`config.mk`:
```
export PLATFORM = sky130hd
export DESIGN_NAME = time_display
export DESIGN_NICKNAME = d
export VERILOG_FILES = /design/src/rtl/time_display.sv
export SDC_FILE = /design/constraint.sdc
export NUM_CORES = 1
export LEC_CHECK = 0
export BUFFER_PORTS_ARGS = -buffer_cell sky130_fd_sc_hd__buf_2
export CAP_MARGIN = 20
export CORE_MARGIN = 2
export CORE_UTILIZATION = 40
export DETAILED_ROUTE_END_ITERATION = 16
export SYNTH_ARGS = -nofsm -noshare
export SYNTH_HDL_FRONTEND = slang
export SYNTH_SLANG_ARGS = --single-unit
export TNS_END_PERCENT = 30
```
`constraint.sdc`:
```
create_clock -name CLOCK50M -period 4.6 [get_ports CLOCK50M]
set_input_delay 0.46 -clock CLOCK50M [delete_from_list [all_inputs] [get_ports CLOCK50M]]
set_output_delay 0.46 -clock CLOCK50M [all_outputs]
set_load 0.01 [all_outputs]
```
`src/rtl/time_display.sv`:
```
// Converts the game counter's tenths count to BCD with a sequential shift-add-3 engine.
// Drives four active-low seven-segment digits reading "SSS.t" and can show a latched split time.
module time_display (
  input  logic        CLOCK50M,
  input  logic        KEY1,
  input  logic [9:0]  counter_in,
  input  logic        counter_update,
  input  logic        split,
  input  logic        show_split,
  output logic [15:0] bcd_out,
  output logic        busy,
  output logic [6:0]  HEX3,
  output logic [6:0]  HEX2,
  output logic [6:0]  HEX1,
  output logic [6:0]  HEX0
);

  localparam logic [1:0] IDLE   = 2'd0;
  localparam logic [1:0] CONV   = 2'd1;
  localparam logic [1:0] COMMIT = 2'd2;

  logic [1:0]  state;
  logic [25:0] shift_reg;
  logic [3:0]  iter;
  logic        pending;
  logic [9:0]  pending_val;
  logic [15:0] split_bcd;
  logic [15:0] display_src;

  // Add 3 to every BCD nibble that is 5 or more, ahead of the next left shift.
  function automatic logic [15:0] add3_nibbles(input logic [15:0] b);
    logic [15:0] r;
    r = b;
    for (int i = 0; i < 4; i++) begin
      if (b[i*4 +: 4] >= 4'd5) begin
        r[i*4 +: 4] = b[i*4 +: 4] + 4'd3;
      end
    end
    return r;
  endfunction

  function automatic logic [6:0] seg7(input logic [3:0] d);
    logic [6:0] s;
    case (d)
      4'd0:    s = 7'b1000000;
      4'd1:    s = 7'b1111001;
      4'd2:    s = 7'b0100100;
      4'd3:    s = 7'b0110000;
      4'd4:    s = 7'b0011001;
      4'd5:    s = 7'b0010010;
      4'd6:    s = 7'b0000010;
      4'd7:    s = 7'b1111000;
      4'd8:    s = 7'b0000000;
      4'd9:    s = 7'b0010000;
      default: s = 7'b1111111;
    endcase
    return s;
  endfunction

  // An update arriving while busy is parked one-deep; the latest one wins.
  always_ff @(posedge CLOCK50M or negedge KEY1) begin
    if (!KEY1) begin
      state       <= IDLE;
      busy        <= 1'b0;
      shift_reg   <= 26'd0;
      iter        <= 4'd0;
      pending     <= 1'b0;
      pending_val <= 10'd0;
      bcd_out     <= 16'h0000;
    end else begin
      case (state)
        IDLE: begin
          if (counter_update) begin
            shift_reg <= {16'h0000, counter_in};
            iter      <= 4'd0;
            pending   <= 1'b0;
            state     <= CONV;
            busy      <= 1'b1;
          end else if (pending) begin
            shift_reg <= {16'h0000, pending_val};
            iter      <= 4'd0;
            pending   <= 1'b0;
            state     <= CONV;
            busy      <= 1'b1;
          end
        end
        CONV: begin
          shift_reg <= {add3_nibbles(shift_reg[25:10]), shift_reg[9:0]} << 1;
          iter      <= iter + 4'd1;
          if (iter == 4'd9) begin
            state <= COMMIT;
          end
        end
        COMMIT: begin
          bcd_out <= shift_reg[25:10];
          state   <= IDLE;
          busy    <= 1'b0;
        end
        default: begin
          state <= IDLE;
          busy  <= 1'b0;
        end
      endcase
      if (state != IDLE && counter_update) begin
        pending_val <= counter_in;
        pending     <= 1'b1;
      end
    end
  end

  always_comb begin
    display_src = show_split ? split_bcd : bcd_out;
  end

  // Split captures the committed value from before the edge, so a same-edge commit is missed.
  always_ff @(posedge CLOCK50M or negedge KEY1) begin
    if (!KEY1) begin
      split_bcd <= 16'h0000;
      HEX3      <= 7'b1111111;
      HEX2      <= 7'b1111111;
      HEX1      <= 7'b1000000;
      HEX0      <= 7'b1000000;
    end else begin
      if (split) begin
        split_bcd <= bcd_out;
      end
      HEX3 <= (display_src[15:12] == 4'd0) ? 7'b1111111 : seg7(display_src[15:12]);
      HEX2 <= (display_src[15:12] == 4'd0 && display_src[11:8] == 4'd0) ?
              7'b1111111 : seg7(display_src[11:8]);
      HEX1 <= seg7(display_src[7:4]);
      HEX0 <= seg7(display_src[3:0]);
    end
  end

endmodule

```
=== Word level (Yosys, flattened, before mapping) ===
Memory sizes are Yosys's and may differ from the RTL's. A register that Yosys moved wholly into a read port is not among the register bits.
Cells that the tools add are included.

* Register bits: 90
* Latch bits: 0
* Memory bits (writable): 0
* Bits in read-only memories: 448
* Input bits: 15
* Output and inout port bits: 45
* Logic and storage cells: 64
* Memories kept: 4

* $add $sub $neg: 5
* Multiply operators: 0
* Divide/modulo/power cells: 0
* $lt $le $gt $ge: 4
* Equality and inequality tests: 5
* Shift operators: 0
* Mux-type cells: 22
* Bitwise logic cells: 1
* Reductions and logical operators: 13

{| class="wikitable"
|+ Memories
! memory !! words !! bits a word !! rd ports !! clocked after memory_dff !! wr ports !! RTL line !! text
|-
| (name not given) || 16 || 7 || 1 || 0 || 0 || 44 || <nowiki>case (d)</nowiki>
|-
| (name not given) || 16 || 7 || 1 || 0 || 0 || 44 ||
|-
| (name not given) || 16 || 7 || 1 || 1 || 0 || 44 ||
|-
| (name not given) || 16 || 7 || 1 || 1 || 0 || 44 ||
|}

{| class="wikitable"
|+ Operator list
! cell !! number
|-
| $mux 26 || 2
|-
| $pmux 26 s2 || 1
|-
| $mux 4 || 5
|-
| $ge 4x3->1 const B || 4
|-
| $mux 16 || 1
|-
| $mux 7 || 2
|-
| $add 4x2->4 const B || 3
|-
| $logic_not 4->1 || 2
|-
| $pmux 4 s2 || 1
|-
| $mux 2 || 3
|-
| $reduce_and 2->1 || 3
|-
| $reduce_bool 2->1 || 3
|-
| $add 4x1->4 const B || 1
|-
| $eq 4x4->1 const B || 1
|-
| $mux 1 || 4
|-
| $pmux 2 s2 || 1
|-
| $add 3x2->3 const B || 1
|-
| $mux 3 || 1
|-
| $ne 3x3->1 const B || 1
|-
| $eq 2x1->1 const B || 1
|-
| $eq 2x2->1 const B || 1
|-
| $logic_and 1x1->1 || 2
|-
| $logic_not 1->1 || 2
|-
| $logic_not 2->1 || 1
|-
| other kinds (3) || 3
|}

=== Depth between registers and ports, before layout ===
Gate-level depths: netlist of run 1.

* Depth in word-level cells: 4
* Mapped depth: 8
* Depth with buffers taken out: 6

=== Worst setup path after synthesis of run 1 ===
OpenSTA, ideal clock, no wires.

* Path type: input -> register
* Start: in show_split
* End: reg HEX2[6]
* Library setup time: 89 ps
* Data arrival time: 1,995 ps
* Path slack: 2,516 ps
* Stages on the path: 8
* Path buffers: 2
* Path through: buf_6 -> buf_8 -> mux2_2 -> inv_1 -> ha_1 -> nor4b_4 -> o21ai_0 -> a211oi_1

* Word-level cells in the longest chain between the ends: 4
* Elaborated cells on any way between the ends: 6
* Classes of those cells: 2 x mux; 3 x reduce/logical; 1 x memory

{| class="wikitable"
|+ RTL lines
! item !! RTL line !! text
|-
| start, declared || 9 || <nowiki>input logic show_split,</nowiki>
|-
| $mux 16 (*) || 112 || <nowiki>display_src = show_split ? split_bcd : bcd_out;</nowiki>
|-
| branches (longest 2 deep; another with $mem_v2 16x7) || -- ||
|-
| $mux 7 (*) || 128 || <nowiki>HEX2 <= (display_src[15:12] == 4'd0 && display_src[11:8] == 4'd0) ?</nowiki>
|-
| end signal, assigned || 128 ||
|-
| end, declared || 13 || <nowiki>output logic [6:0] HEX2,</nowiki>
|}

Mark *: on every way between the ends.
A chain may end at the register's enable or synchronous reset.

=== Final worst setup path of run 1 ===
Same ends and word-level chain as after synthesis.

==> metrics.md, run 1 <==
| Metric | Value |
|---|---|
| Outcome | `finished clean` |
| Synth unique cells | `51` |
| DR vias | `3636` |
| First-pass GRT wire length | `17.3 mm` |
| Internal | `2.43 mW` |
| Post-synthesis cell count | `462` |
| DR vias/cell | `5.28` |
| # diodes | `0` |
| Via count of the first global-routing pass | `3418` |
| Critical path, cell by cell | `buf_2 > mux2_2 > inv_1 > ha_1 > nor4b_4 > o21ai_0 > a211oi_1` |
| Fmax | `424 MHz` |
| Total power divided by cell area | `629 nW/um^2` |
| Ports | `60` |
| Syn avg cell area | `11.7 sq um` |
| Clk Latency, worst-skew pair | `0.35 ns` |
| Post-route setup TNS | `0 ns` |
| NumNets Final | `553` |
| FF-to-FF End | `shift_reg[18]$_DFFE_PN0P_` |
| Clock-pin slew on the worst setup and hold paths | `0.07 ns` |
| Slew Limit Fails | `0` |
| Hold Fails Final Rpt | `0` |
| WL/cell | `14.9 um` |
| P&R area growth vs syn | `12.5%` |
| Sw frac | `36.3%` |
| Critical path type | `in -> reg` |
| Initial Util | `41.0%` |
| Total net switching power | `1.39 mW` |
| Leak Pwr | `2.80 nW` |
| Post-cts resize count | `0` |
| Reg power frac | `40.6%` |
| CTS buffer count | `9` |
| R2R setup slack | `2.60 ns` |
| CTS hold repair buffers | `0` |
| Power share of the combinational group | `39.9%` |
| Fillers | `1234` |
| Final ANT Viol Nets | `0` |
| Share of layout cells above drive strength 1 | `31.4%` |
| Critical Path Source Type | `input port` |
| Clk_skew | `0.00727 ns` |
| Synthesized area | `5400 sq um` |
| Row count | `42` |
| Die height | `120 um` |
| CTS tree | `done` |
| Setup bufs post-CTS | `0` |
| GR Util All Layers | `14.9%` |
| Htree depth | `3` |
| Critical Path Fanout Max | `28` |
| Primary FF master, synth | `dfrtp_1` |
| Core region area | `13200 sq um` |
| Gr ovfl total | `0` |
| # clock sinks | `104` |
| Largest net degree at the start of global routing | `71` |
| CP max stage cell | `buf_2` |
| Yosys reg bits | `104` |
| Setup repair after global routing missed its margin | `no` |
| CP bufs+invs | `2` |
| Critical Path RT | `4.85 ns` |
| Crit-path max cell delay | `0.56 ns` |
| Reg2Reg Depth | `4` |
| Ys async rst share | `100%` |
| Tightest Pin Transition | `0.910 ns` |
| Final WL | `10.3 mm` |
| Minimum clock period | `2.36 ns` |
| Slew headroom | `39.1%` |
| Type of the most critical hold path | `in -> async` |
| DRT Pass-1 Iters | `4` |
| Mapped Nets | `507` |
| Die area | `14400 sq um` |
| Max FFs per register | `26` |
| Crit path max-delay family | `buffers and inverters` |
| Residual DRC | `0` |
| Die X | `120 um` |
| Synth warnings | `0` |
| CTS Root Cell | `clkbuf_16` |
| Power Total | `3.82 mW` |
| Gpl congestion | `0.845` |
| Port Buf Inserts | `59` |
| Worst IR drop on VDD | `0.248 mV` |
| R2R Path Start | `state[0]$_DFFE_PN0P_` |
| Worst Path Arrival | `2.61 ns` |
| Top-area cell type share of the netlist area | `40.8%` |
| EDFF count, synth | `0` |
| Clock share of power | `19.5%` |
| Initial DRC count | `321` |
| CTS max path bufs | `2` |
| Max-cap violations | `0` |
| Final Cycle Share | `51.2%` |
| Register area share after synthesis | `48.6%` |
| Post-DP HPWL | `7.24 mm` |
| Largest cells by area after synthesis | `dfrtp_1, mux2_2, dfstp_2, ha_1, mux2i_1` |
| Critical Path Sink Type | `register` |
| Initial antenna violation count | `0` |
| Largest area contributor in the netlist | `dfrtp_1` |
| Setup Viol. Count Final | `0` |
[kinds of logic (layout without fill, tap and decap cells)]
group / Yosys count / count (layout) / share of synthesized area, %
simple gates: 85 / 85 / 8.39
mux: 76 / 76 / 16.1
buf+inv: 57 / 108 / 5.05
xor+xnor: 5 / 5 / 0.811
fa+ha+maj: 30 / 30 / 6.95
compound gates: 105 / 105 / 14.2
flops: 104 / 104 / 48.6
[per-layer routing]
layer	track usage [%]	part of all wire [%]	routed length, um	vias to the layer above
met3	3.63	4.3	438	10
met5	0	0	0	-
met1	20.3	47	4880	1775
met4	5.29	1.7	175	0
li1	-	-	-	1772
met2	23.2	47	4790	79
[cell type report]
type	count	area, sq um	share of cell area, %
flip-flops and latches	104	2620	43.2
multi-input cells	301	2510	41.2
repair buffers	63	328	5.40
clock buffers	11	233	3.83
well taps	176	220	3.62
inverters	29	109	1.79
clock inverters	5	57.6	0.947
[per-stage QoR]
step | cells | cell area [sq um] | hold slack [ns] | worst slack, ns | utilization (%)
floorplan | 462 | 5400 | 0.164 | 2.52 | -
global placement | 673 | 5790 | 0.464 | 2.01 | 43.9
detailed placement | 673 | 5790 | 0.469 | 1.88 | 43.9
CTS | 689 | 6080 | 0.253 | 2.25 | 46.1
global route | 689 | 6080 | 0.295 | 2.04 | 46.1
finish | 689 | 6080 | 0.231 | 2.24 | 46.1
[power groups by stage]
| stage | Sequential, mW | Combinational, mW | Clock, mW |
|---|---|---|---|
| floorplan | 1.57 | 1.12 | 0 |
| global placement | 1.56 | 1.49 | 0 |
| detailed placement | 1.57 | 1.53 | 0 |
| CTS | 1.55 | 1.54 | 0.780 |
| global route | 1.60 | 1.71 | 0.818 |
| finish | 1.55 | 1.52 | 0.747 |
[synth_stat cells, drive strengths merged, types with 5 or more instances]
cell type and count:
a22oi 5, mux2i 23, mux2 53, buf 19
a221o 8, o2111ai 8, inv 29, o22ai 6
or2 6, nor2b 12, ha 30, xnor2 5
dfrtp 88, clkbuf 9, nand2 17, o221ai 5
nor2 21, o21ai 20, nor3 15, a21oi 16
dfstp 16, a211oi 9
[cell usage in the layout, fill, tap and decap left out, drive strengths merged, types with 17 or more instances in the layout]
master	count
dfrtp	88
buf	63
mux2	53
ha	30
inv	30
mux2i	23
nor2	21
o21ai	20
nand2	17
[worst max path at each step]
stage | start | end | slack (ns) | depth (start not counted)
finish | show_split | HEX2[6]$_DFF_PN1_ | 2.24 | 7
global route | show_split | HEX2[3]$_DFF_PN1_ | 2.04 | 7
CTS | show_split | HEX2[6]$_DFF_PN1_ | 2.25 | 7
detailed placement | show_split | HEX2[6]$_DFF_PN1_ | 1.88 | 7
global placement | show_split | HEX2[5]$_DFF_PN1_ | 2.01 | 7
floorplan | show_split | HEX2[6]$_DFF_PN1_ | 2.52 | 8
Note: power is estimated with default switching activity, not from simulation.
==> run 2, diff against run 1 <==
==> constraint.sdc (replaced) <==
create_clock -name CLOCK50M -period 2.2 [get_ports CLOCK50M]
set_input_delay 0.22 -clock CLOCK50M [delete_from_list [all_inputs] [get_ports CLOCK50M]]
set_output_delay 0.22 -clock CLOCK50M [all_outputs]
set_load 0.01 [all_outputs]
==> metrics.md, run 2 (synthesis results as in run 1) <==
| Metric | Value |
|---|---|
| DRT Pass-1 Iters | `4 (unchanged)` |
| Type of the most critical hold path | `in -> reg` |
| Worst Min Path Start | `counter_in[5]` |
| # clock sinks | `104 (unchanged)` |
| Reg2Reg Depth | `6 (+2)` |
| Max-cap violations | `0 (unchanged)` |
| Dpl ws | `0.152 ns (-1.72 ns)` |
| Most frequent cells in the layout | `dfrtp_1, buf_2, mux2_2` |
| Initial DRC count | `165 (-49%)` |
| Placed Cells | `685 (+1.8%)` |
| CTS buffer count | `9 (unchanged)` |
| CTS max path bufs | `2 (unchanged)` |
| Share of layout cells above drive strength 1 | `33.1% (+1.7 points)` |
| Hold Path Cell Cnt | `2` |
| Post-DP HPWL | `7.47 mm (+3.2%)` |
| Critical Path Sink Type | `register` |
| Setup repair after global routing missed its margin | `no` |
| Final instance count without filler cells | `702 (+1.9%)` |
| Post-route setup TNS | `0 ns (unchanged)` |
| Die height | `120 um (unchanged)` |
| Via count of the first global-routing pass | `3795 (+11%)` |
| Initial antenna violation count | `0 (unchanged)` |
| DR vias/cell | `5.29 (+0.33%)` |
| Row count | `42 (unchanged)` |
| Final WL | `10.6 mm (+2.8%)` |
| Final Cycle Share | `89.4%` |
| Hold Fails Final Rpt | `0 (unchanged)` |
| Minimum clock period | `1.97 ns` |
| Die X | `120 um (unchanged)` |
| CTS tree | `done` |
| Core region area | `13200 sq um (unchanged)` |
| FF-to-FF End | `HEX2[6]$_DFF_PN1_` |
| P&R area growth vs syn | `15.1%` |
| Slew headroom | `40.6% (+1.5 points)` |
| Residual DRC | `0 (unchanged)` |
| Total power divided by cell area | `1320 nW/um^2 (+110%)` |
| Hold Crit Endpoint | `pending_val[5]$_DFFE_PN0P_` |
| Gpl congestion | `0.813 (-3.8%)` |
| Critical Path Fanout Max | `6 (-79%)` |
| Critical Path Source Type | `register` |
| Critical path type | `reg -> reg` |
| Clock-pin slew on the worst setup and hold paths | `0.07 ns (about the same)` |
| R2R Path Start | `bcd_out[12]$_DFFE_PN0N_` |
| Fin worst setup slack | `0.234 ns (-2.01 ns)` |
| Commonest non-fill, non-tap cell in the layout | `dfrtp_1` |
| Slew Limit Fails | `0 (unchanged)` |
| Worst Path Arrival | `2.21 ns (-0.40 ns)` |
| Largest net degree at the start of global routing | `105 (+48%)` |
| First-pass GRT wire length | `18.0 mm (+4.5%)` |
| Die area | `14400 sq um (unchanged)` |
| Final ANT Viol Nets | `0 (unchanged)` |
| Worst IR drop on VDD | `0.461 mV (+86%)` |
| Clk Latency, worst-skew pair | `0.35 ns (about the same)` |
| Initial Util | `41.0% (unchanged)` |
| R2R setup slack | `0.23 ns (-2.37 ns)` |
| Outcome | `finished clean` |
| Htree depth | `3 (unchanged)` |
| Port Buf Inserts | `59 (unchanged)` |
| Fmax | `509 MHz` |
| Post-cts resize count | `0 (unchanged)` |
| Power Total | `8.22 mW (+110%)` |
| Ports | `60 (unchanged)` |
| CTS Root Cell | `clkbuf_16` |
| Tightest Pin Transition | `0.888 ns (-0.0220 ns)` |
| GR Util All Layers | `15.5% (+0.57 points)` |
| Critical Path RT | `2.45 ns (-2.40 ns)` |
| # diodes | `0 (unchanged)` |
| Setup Viol. Count Final | `0 (unchanged)` |
| Clk_skew | `0.00763 ns (+0.000359 ns)` |
| Gr ovfl total | `0 (unchanged)` |
| Max FFs per register | `26 (unchanged)` |
| DR vias | `3717 (+2.2%)` |
| Leak Pwr | `2.87 nW (+2.7%)` |
| NumNets Final | `566 (+2.4%)` |
| WL/cell | `15.1 um (+0.85%)` |
## run 2: changes by cell type in the layout (fill, tap and decap cells not counted), sizes merged
cell / previous run / this run
buf: 63 / 75
clkinv: 3 / 0
clkbuf: 11 / 13
clkinvlp: 0 / 1
dlygate4sd3: 0 / 1
## run 2: where the power goes
group / switching (mW) / total [mW] / internal (mW)
clock: 0.685 / 1.66 / 0.980
combinational: 1.74 / 3.30 / 1.57
sequential: 0.529 / 3.25 / 2.72
## run 2: worst max-delay path by stage
stage                            startpoint                end  slack, ns
detailed placement               show_split  HEX2[6]$_DFF_PN1_       0.15
global route        bcd_out[13]$_DFFE_PN0N_  HEX2[6]$_DFF_PN1_        0.1
CTS                 bcd_out[12]$_DFFE_PN0N_  HEX2[6]$_DFF_PN1_       0.25
global placement                 show_split  HEX2[3]$_DFF_PN1_       0.28
finish              bcd_out[12]$_DFFE_PN0N_  HEX2[6]$_DFF_PN1_       0.23
floorplan                        show_split  HEX2[6]$_DFF_PN1_       0.36
## run 2: per-layer routing
layer  track usage, %  vias up  wire (um)
li1                 -     1795          -
met1             19.1     1824       4850
met2             26.5       83       5080
met3             3.77       15        453
met4             5.15        0        183
met5                0        -          0
## run 2: final cells by class
type                            count  area [sq um]
Tap cell                          176           220
Clock buffer                       13           270
Sequential cell                   104          2620
Timing Repair Buffer               76           440
Multi-Input combinational cell    301          2510
Fill cell                        1222          6980
Inverter                           29           109
Clock inverter                      3          46.3
## run 2: repair_timing
action                                 CTS  global route
buffers inserted                         0             0
hold buffers                             1             0
endpoints found under the hold margin   88             0
## run 2: metrics by stage
stage	hold slack [ns]	area [sq um]	util, %
after detailed placement	0.336	5890	44.6
after global placement	0.331	5890	44.6
final	0.113	6210	47.1
after floorplan	-0.0756	5400	-
after CTS	0.102	6210	47.1
after global routing	0.118	6210	47.1
## run 2: worst max-delay path, cell delays in order, from the launching register on
cell and delay [ns]:
dfrtp_1 0.41, mux2_2 0.31, inv_1 0.14, ha_1 0.30, nor4b_4 0.29, o21ai_0 0.16, a211oi_1 0.26
